### config.mk
export PLATFORM = sky130hd
export DESIGN_NAME = id_hazard_ctrl_flat
export DESIGN_NICKNAME = d
export VERILOG_FILES = /design/src/rtl/mips_pkg.sv /design/src/rtl/id_hazard_ctrl_if.sv /design/src/rtl/id_instr_decode.sv /design/src/rtl/id_hazard_ctrl.sv /design/src/flat_wrapper.sv
export SDC_FILE = /design/constraint.sdc
export NUM_CORES = 1
export LEC_CHECK = 0
export ABC_CLOCK_PERIOD_IN_PS = 4200
export BUFFER_PORTS_ARGS = -buffer_cell sky130_fd_sc_hd__buf_2
export CAP_MARGIN = 30
export CORE_UTILIZATION = 29
export CTS_CLUSTER_SIZE = 12
export DETAILED_ROUTE_END_ITERATION = 6
export GPL_ROUTABILITY_DRIVEN = 0
export SYNTH_ARGS = -nofsm -noshare
export SYNTH_HDL_FRONTEND = slang
export SYNTH_SLANG_ARGS = --single-unit
### constraint.sdc
create_clock -name clk -period 4.2 [get_ports clk]
set_input_delay 0.42 -clock clk [delete_from_list [all_inputs] [get_ports clk]]
set_output_delay 0.42 -clock clk [all_outputs]
set_load 0.05 [all_outputs]
### src/rtl/mips_pkg.sv
// Shared definitions for the MIPS pipeline control blocks: opcodes,
// control-vector width, hazard FSM states and scoreboard entry layout.
package mips_pkg;

    localparam int CTRL_W = 9;

    localparam logic [5:0] OP_RTYPE = 6'h00;
    localparam logic [5:0] OP_LW    = 6'h23;
    localparam logic [5:0] OP_SW    = 6'h2B;
    localparam logic [5:0] OP_BEQ   = 6'h04;

    typedef enum logic [1:0] {
        ST_RUN,
        ST_STALL,
        ST_FLUSH
    } hz_state_e;

    typedef struct packed {
        logic       valid;
        logic [4:0] dest;
    } sb_entry_t;

endpackage

### src/rtl/id_hazard_ctrl_if.sv
// ID-stage hazard controller bus: pipeline-side inputs and the
// enables/flushes/control vector the controller drives back.
interface id_hazard_ctrl_if
    import mips_pkg::*;
#(
    parameter int CNT_W = 16
) ();

    logic              id_valid;
    logic [31:0]       id_instr;
    logic [CTRL_W-1:0] ctrl_in;
    logic              branch_taken;
    logic              stat_clr;
    logic              pc_write;
    logic              ifid_write;
    logic              ifid_flush;
    logic              exmem_flush;
    logic [CTRL_W-1:0] ctrl_out;
    logic              stalled;
    logic [CNT_W-1:0]  stall_count;

    modport master (
        output id_valid, id_instr, ctrl_in, branch_taken, stat_clr,
        input  pc_write, ifid_write, ifid_flush, exmem_flush, ctrl_out,
               stalled, stall_count
    );

    modport slave (
        input  id_valid, id_instr, ctrl_in, branch_taken, stat_clr,
        output pc_write, ifid_write, ifid_flush, exmem_flush, ctrl_out,
               stalled, stall_count
    );

endinterface

### src/rtl/id_instr_decode.sv
// Register-usage decode of one MIPS instruction: which sources are read
// and which destination (if any) is written.
module id_instr_decode
    import mips_pkg::*;
(
    input  logic [31:0] instr,
    output logic        uses_rs,
    output logic        uses_rt,
    output logic        dest_valid,
    output logic [4:0]  dest
);

    logic dv;

    // Classify by opcode; a $0 destination is never a real write.
    always_comb begin
        uses_rs = 1'b1;
        uses_rt = 1'b0;
        dest    = '0;
        dv      = 1'b0;
        case (instr[31:26])
            OP_RTYPE: begin
                uses_rt = 1'b1;
                dest    = instr[15:11];
                dv      = (instr != '0);
            end
            OP_LW: begin
                dest = instr[20:16];
                dv   = 1'b1;
            end
            OP_SW, OP_BEQ: begin
                uses_rt = 1'b1;
            end
            default: ;
        endcase
        dest_valid = dv & (dest != '0);
    end

endmodule

### src/rtl/id_hazard_ctrl.sv
// Hazard and stall controller beside the ID stage of the 5-stage MIPS
// pipeline (no forwarding): RAW stalls from an EX/MEM/WB write
// scoreboard, branch flush sequencing and a saturating stall counter.
module id_hazard_ctrl
    import mips_pkg::*;
#(
    parameter bit WB_BYPASS = 1'b1,
    parameter int CNT_W     = 16
) (
    input  logic            clk,
    input  logic            rst_n,
    id_hazard_ctrl_if.slave bus
);

    hz_state_e        state, state_nxt;
    sb_entry_t        sb_ex, sb_mem, sb_wb;
    logic             uses_rs, uses_rt, dest_valid;
    logic [4:0]       dest;
    logic             raw, issue, stall_now;
    logic [CNT_W-1:0] count;

    id_instr_decode u_decode (
        .instr      (bus.id_instr),
        .uses_rs    (uses_rs),
        .uses_rt    (uses_rt),
        .dest_valid (dest_valid),
        .dest       (dest)
    );

    function automatic logic src_hit(input logic used, input logic [4:0] r,
                                     input sb_entry_t ex, input sb_entry_t mem,
                                     input sb_entry_t wb);
        logic hit;
        hit = (ex.valid && ex.dest == r) || (mem.valid && mem.dest == r) ||
              (!WB_BYPASS && wb.valid && wb.dest == r);
        return used && (r != '0) && hit;
    endfunction

    // raw is the hazard without state gating; STALL re-evaluates it directly.
    assign raw = bus.id_valid &
                 (src_hit(uses_rs, bus.id_instr[25:21], sb_ex, sb_mem, sb_wb) |
                  src_hit(uses_rt, bus.id_instr[20:16], sb_ex, sb_mem, sb_wb));
    assign issue     = bus.id_valid & (state == ST_RUN) & ~raw & ~bus.branch_taken;
    assign stall_now = raw & (state != ST_FLUSH) & ~bus.branch_taken;

    // Advance the write scoreboard; a taken branch kills the instruction leaving EX.
    always_ff @(posedge clk or negedge rst_n) begin
        if (!rst_n) begin
            sb_ex  <= '0;
            sb_mem <= '0;
            sb_wb  <= '0;
        end else begin
            sb_wb  <= sb_mem;
            sb_mem <= bus.branch_taken ? '0 : sb_ex;
            sb_ex  <= '{valid: issue & dest_valid, dest: dest};
        end
    end

    // FSM state register.
    always_ff @(posedge clk or negedge rst_n) begin
        if (!rst_n) state <= ST_RUN;
        else        state <= state_nxt;
    end

    // Next state and pipeline control outputs; branch beats hazard everywhere.
    always_comb begin
        state_nxt       = state;
        bus.pc_write    = 1'b1;
        bus.ifid_write  = 1'b1;
        bus.ifid_flush  = 1'b0;
        bus.exmem_flush = 1'b0;
        bus.ctrl_out    = bus.id_valid ? bus.ctrl_in : '0;
        bus.stalled     = 1'b0;
        case (state)
            ST_RUN, ST_STALL: begin
                if (bus.branch_taken) state_nxt = ST_FLUSH;
                else if (raw)         state_nxt = ST_STALL;
                else                  state_nxt = ST_RUN;
            end
            default: state_nxt = ST_RUN;
        endcase
        if (!rst_n) begin
            bus.pc_write   = 1'b0;
            bus.ifid_write = 1'b0;
            bus.ctrl_out   = '0;
        end else if (bus.branch_taken) begin
            bus.ifid_flush  = 1'b1;
            bus.exmem_flush = 1'b1;
            bus.ctrl_out    = '0;
        end else if (state == ST_FLUSH) begin
            bus.ctrl_out = '0;
        end else if (stall_now) begin
            bus.pc_write   = 1'b0;
            bus.ifid_write = 1'b0;
            bus.ctrl_out   = '0;
            bus.stalled    = 1'b1;
        end
    end

    // Saturating stall-cycle counter; clear wins over increment.
    always_ff @(posedge clk or negedge rst_n) begin
        if (!rst_n)                          count <= '0;
        else if (bus.stat_clr)               count <= '0;
        else if (bus.stalled && count != '1) count <= count + 1'b1;
    end

    assign bus.stall_count = count;

endmodule

### src/flat_wrapper.sv
// flat-port wrapper written by rule: the top's interface ports become plain ports
module id_hazard_ctrl_flat import mips_pkg::*;
#(
    parameter bit WB_BYPASS = 1'b1,
    parameter int CNT_W     = 16
)
  (clk, rst_n, bus_id_valid, bus_id_instr, bus_ctrl_in, bus_branch_taken, bus_stat_clr, bus_pc_write, bus_ifid_write, bus_ifid_flush, bus_exmem_flush, bus_ctrl_out, bus_stalled, bus_stall_count);
  id_hazard_ctrl_if #(.CNT_W(CNT_W)) bus_i ();
  input  logic clk;
  input  logic rst_n;
  input wire logic [$bits(bus_i.id_valid)-1:0] bus_id_valid;
  input wire logic [$bits(bus_i.id_instr)-1:0] bus_id_instr;
  input wire logic [$bits(bus_i.ctrl_in)-1:0] bus_ctrl_in;
  input wire logic [$bits(bus_i.branch_taken)-1:0] bus_branch_taken;
  input wire logic [$bits(bus_i.stat_clr)-1:0] bus_stat_clr;
  output wire logic [$bits(bus_i.pc_write)-1:0] bus_pc_write;
  output wire logic [$bits(bus_i.ifid_write)-1:0] bus_ifid_write;
  output wire logic [$bits(bus_i.ifid_flush)-1:0] bus_ifid_flush;
  output wire logic [$bits(bus_i.exmem_flush)-1:0] bus_exmem_flush;
  output wire logic [$bits(bus_i.ctrl_out)-1:0] bus_ctrl_out;
  output wire logic [$bits(bus_i.stalled)-1:0] bus_stalled;
  output wire logic [$bits(bus_i.stall_count)-1:0] bus_stall_count;
  assign bus_i.id_valid = bus_id_valid;
  assign bus_i.id_instr = bus_id_instr;
  assign bus_i.ctrl_in = bus_ctrl_in;
  assign bus_i.branch_taken = bus_branch_taken;
  assign bus_i.stat_clr = bus_stat_clr;
  assign bus_pc_write = bus_i.pc_write;
  assign bus_ifid_write = bus_i.ifid_write;
  assign bus_ifid_flush = bus_i.ifid_flush;
  assign bus_exmem_flush = bus_i.exmem_flush;
  assign bus_ctrl_out = bus_i.ctrl_out;
  assign bus_stalled = bus_i.stalled;
  assign bus_stall_count = bus_i.stall_count;
  id_hazard_ctrl #(.WB_BYPASS(WB_BYPASS), .CNT_W(CNT_W)) u_core (.clk(clk), .rst_n(rst_n), .bus(bus_i));
endmodule
==> impl_metrics.yaml <==
detailed_routing:
  first_pass_iters: 4
  detail-route-antenna-nets: 0
  first_iter_violations: 100
  wire_per_inst_microns: 13.7
  vias: 1848
  drc_errors: 0
  vias_per_cell: 5.24
  totalWireLength_microns: 4850
finish:
  nNetsFinal: 322
  final_cell_mix: "75 x buf_2, 30 x dfrtp_1, 16 x a21oi_1, 15 x or4_1"
  fillers: 671
  n_antenna_cell: 0
  area_growth_pct: 27.5
  final_common_cell: "buf_2"
  drive_gt1_frac: 0.322
clock_tree:
  clkSinkCount: 30
  clk-insertion-delay-late_ps: 280
  htreeDepth: 2
  root_buffer: "clkbuf_8"
  cts_buffer_depth: 2
  cts_tree: "yes"
  cts.repair.resized: 0
  holdBufCountCts: 0
  post_cts_buffers: 0
  numCtsBuffers: 5
  clk_pin_slew_ps: 70
critical_path:
  path_buf_inv: 2
  crit_required_ps: 3780
  max_stage_delay_ps: 510
  critical_path_class: "in2out"
  cp_top_family: "simple AND/OR/NAND/NOR gates"
  crit_top_cell: "buf_2"
  end_kind: "primary output"
  cp_cell_sequence: "buf_2, or4_1, nor2_1, a2bb2oi_2, and2b_1, and2_1, buf_2"
  crit_arrival_ps: 2350
  path_max_fanout: 9
  crit_path_top_delay_cell: "or4_1"
  start_kind: "primary input"
placed_design:
  numPortBuffers: 75
  place_worst_setup_slack_ps: 1390
  dp_hpwl_microns: 3680
global_route:
  use_met3: 0.0385
  use_met1: 0.191
  grt_pass1_wl_microns: 8040
  top_usage_layer: "met2"
  grt_pass1_vias: 1713
  grt_use_total: 0.157
  grt.met2_usage: 0.275
  grt_max_degree: 34
  antenna_found_initial: 0
  grt_overflow: 0
synthesis:
  synthArstFlopShare: 1.00
  syn_avg_cell_area_sq_um: 9.34
  synth_fp_nets: 249
  synth_simple_gate_area_share: 0.300
  synth_xor_area_frac: 0.0928
  synth_top_family_by_area: "simple AND/OR/NAND/NOR gates"
  synthFlopType: "dfrtp_1"
  ys_ff_latch: 30
  synth_edf_count: 0
  yosys.cell_types.count: 37
  synth-seq-area-share: 0.398
  syn_inst: 202
  muxShareOfSynthArea: 0.0119
  synth_compound_area_frac: 0.155
  syn_area_sq_um: 1890
  yosysWarningCount: 0
  synth_fa_ha_area_frac: 0.00663
sta:
  max_slew_margin: 0.409
  setup_viol_count_final: 0
  drv_slew: 0
  final_hold_viol_count: 0
  finalSetupTns_ps: 0
  finalCritPeriodShare: 0.661
  finalCriticalPeriod_ps: 2770
  rsz0062_at_grt: "false"
  worst_pin_slew_ps: 878
  max_freq_ghz: 0.360
  postLayoutSetupSlackWorst_ps: 1430
  holdWs_ps: 162
  skew_ps: 5.56
pwr:
  ir_worst_vdd_v: 0.000154
  power.density_nw_per_um2: 255
  leakage_uw: 0.00111
run_status:
  outcome: "complete, no violations"
floorplan:
  die_area_sq_um: 6830
  core_area_sq_um: 6310
  fp-row-count: 29
  start_util: 0.299
  die_x_microns: 82.7
  die_h_microns: 82.7
  io_pins: 76
min_path:
  hp-class: "in2async"
run:
  maxCapViolations: 0
flip-flops by register name, indices dropped and copies added, names as in the netlist:
register                cells
u_core.sb_ex                6
u_core.state                2
u_core.sb_mem               6
u_core.bus.stall_count     16
cells in the mapped netlist, types with 2 or more instances:
cell type / number / area share
buf_4: 2 / 0.0080
clkbuf_1: 4 / 0.0080
nor2b_1: 10 / 0.033
nand3_1: 9 / 0.024
or4_1: 15 / 0.060
o21ai_0: 3 / 0.0080
buf_2: 3 / 0.0080
o31ai_1: 12 / 0.048
and4_1: 4 / 0.019
o22ai_1: 2 / 0.0066
and2_1: 12 / 0.040
nand2b_1: 3 / 0.0099
nor4_1: 10 / 0.033
nand4_1: 3 / 0.0099
a21oi_1: 16 / 0.042
and3_1: 5 / 0.017
nand2_1: 9 / 0.018
nor2_1: 7 / 0.014
xor2_1: 8 / 0.037
a22o_1: 5 / 0.023
inv_1: 2 / 0.0040
xnor2_1: 12 / 0.056
dfrtp_1: 30 / 0.40
nor3_1: 2 / 0.0053
mux2_2: 2 / 0.012
cell families (layout without fill, tap and decap cells):
group,Yosys count,count (layout)
xor gates and xnor gates,20,20
DFF,30,30
muxes,2,2
buffers and inverters,13,87
adders and majority gates,1,1
AOI/OAI and AO/OA,43,43
and+or+nand+nor,93,93
power by group:
part / switching (uW) / total, uW / internal, uW
sequential: 1.48 / 292 / 290
clock: 110 / 242 / 132
combinational: 48.4 / 79.3 / 30.9
area by class of cell:
class	count	area [sq um]	area share
multi-input combinational	159	1070	0.444
inverter	2	7.51	0.00312
sequential	30	751	0.312
timing repair buffer	77	390	0.162
tap	77	96.3	0.0401
clock inverter	1	5.00	0.00208
clock buffer	7	86.3	0.0359
worst register-to-register path, delay by kind of cell (launching register included):
family / cells / cell delay, ps
buffers and inverters: 1 / 250
muxes: 1 / 370
xor gates and xnor gates: 1 / 150
and+or+nand+nor: 2 / 640
AOI/OAI and AO/OA: 2 / 400
DFF: 1 / 410
final timing paths:
path                                       start                    endpoint  slack, ps  depth (start not counted)
worst min-delay path                       rst_n  u_core.bus.stall_count[13]        160                          2
worst max register to register  u_core.sb_mem[0]  u_core.bus.stall_count[12]       1850                          7
worst max-delay path            bus_id_instr[22]             bus_ctrl_out[2]       1430                          7
worst min register to register   u_core.state[0]             u_core.sb_ex[5]        450                          1
min in group clk                bus_id_instr[11]             u_core.sb_ex[0]        400                          2
max in group asynchronous                  rst_n             u_core.state[1]       3730                          2
layer usage:
| layer | share of wire | vias to the layer above |
|---|---|---|
| met3 | 0.061 | 5 |
| met4 | 0.011 | 0 |
| met5 | 0 | - |
| li1 | - | 901 |
| met1 | 0.45 | 871 |
| met2 | 0.48 | 71 |
through the flow:
stage	area [sq um]	total power, uW	std cells	utilization
after floorplan	1890	337	202	-
after global placement	2310	377	345	0.366
after detailed placement	2310	378	345	0.366
after CTS	2400	626	353	0.381
after global routing	2400	646	353	0.381
final	2400	613	353	0.381
Note: power is estimated with default switching activity, not from simulation.
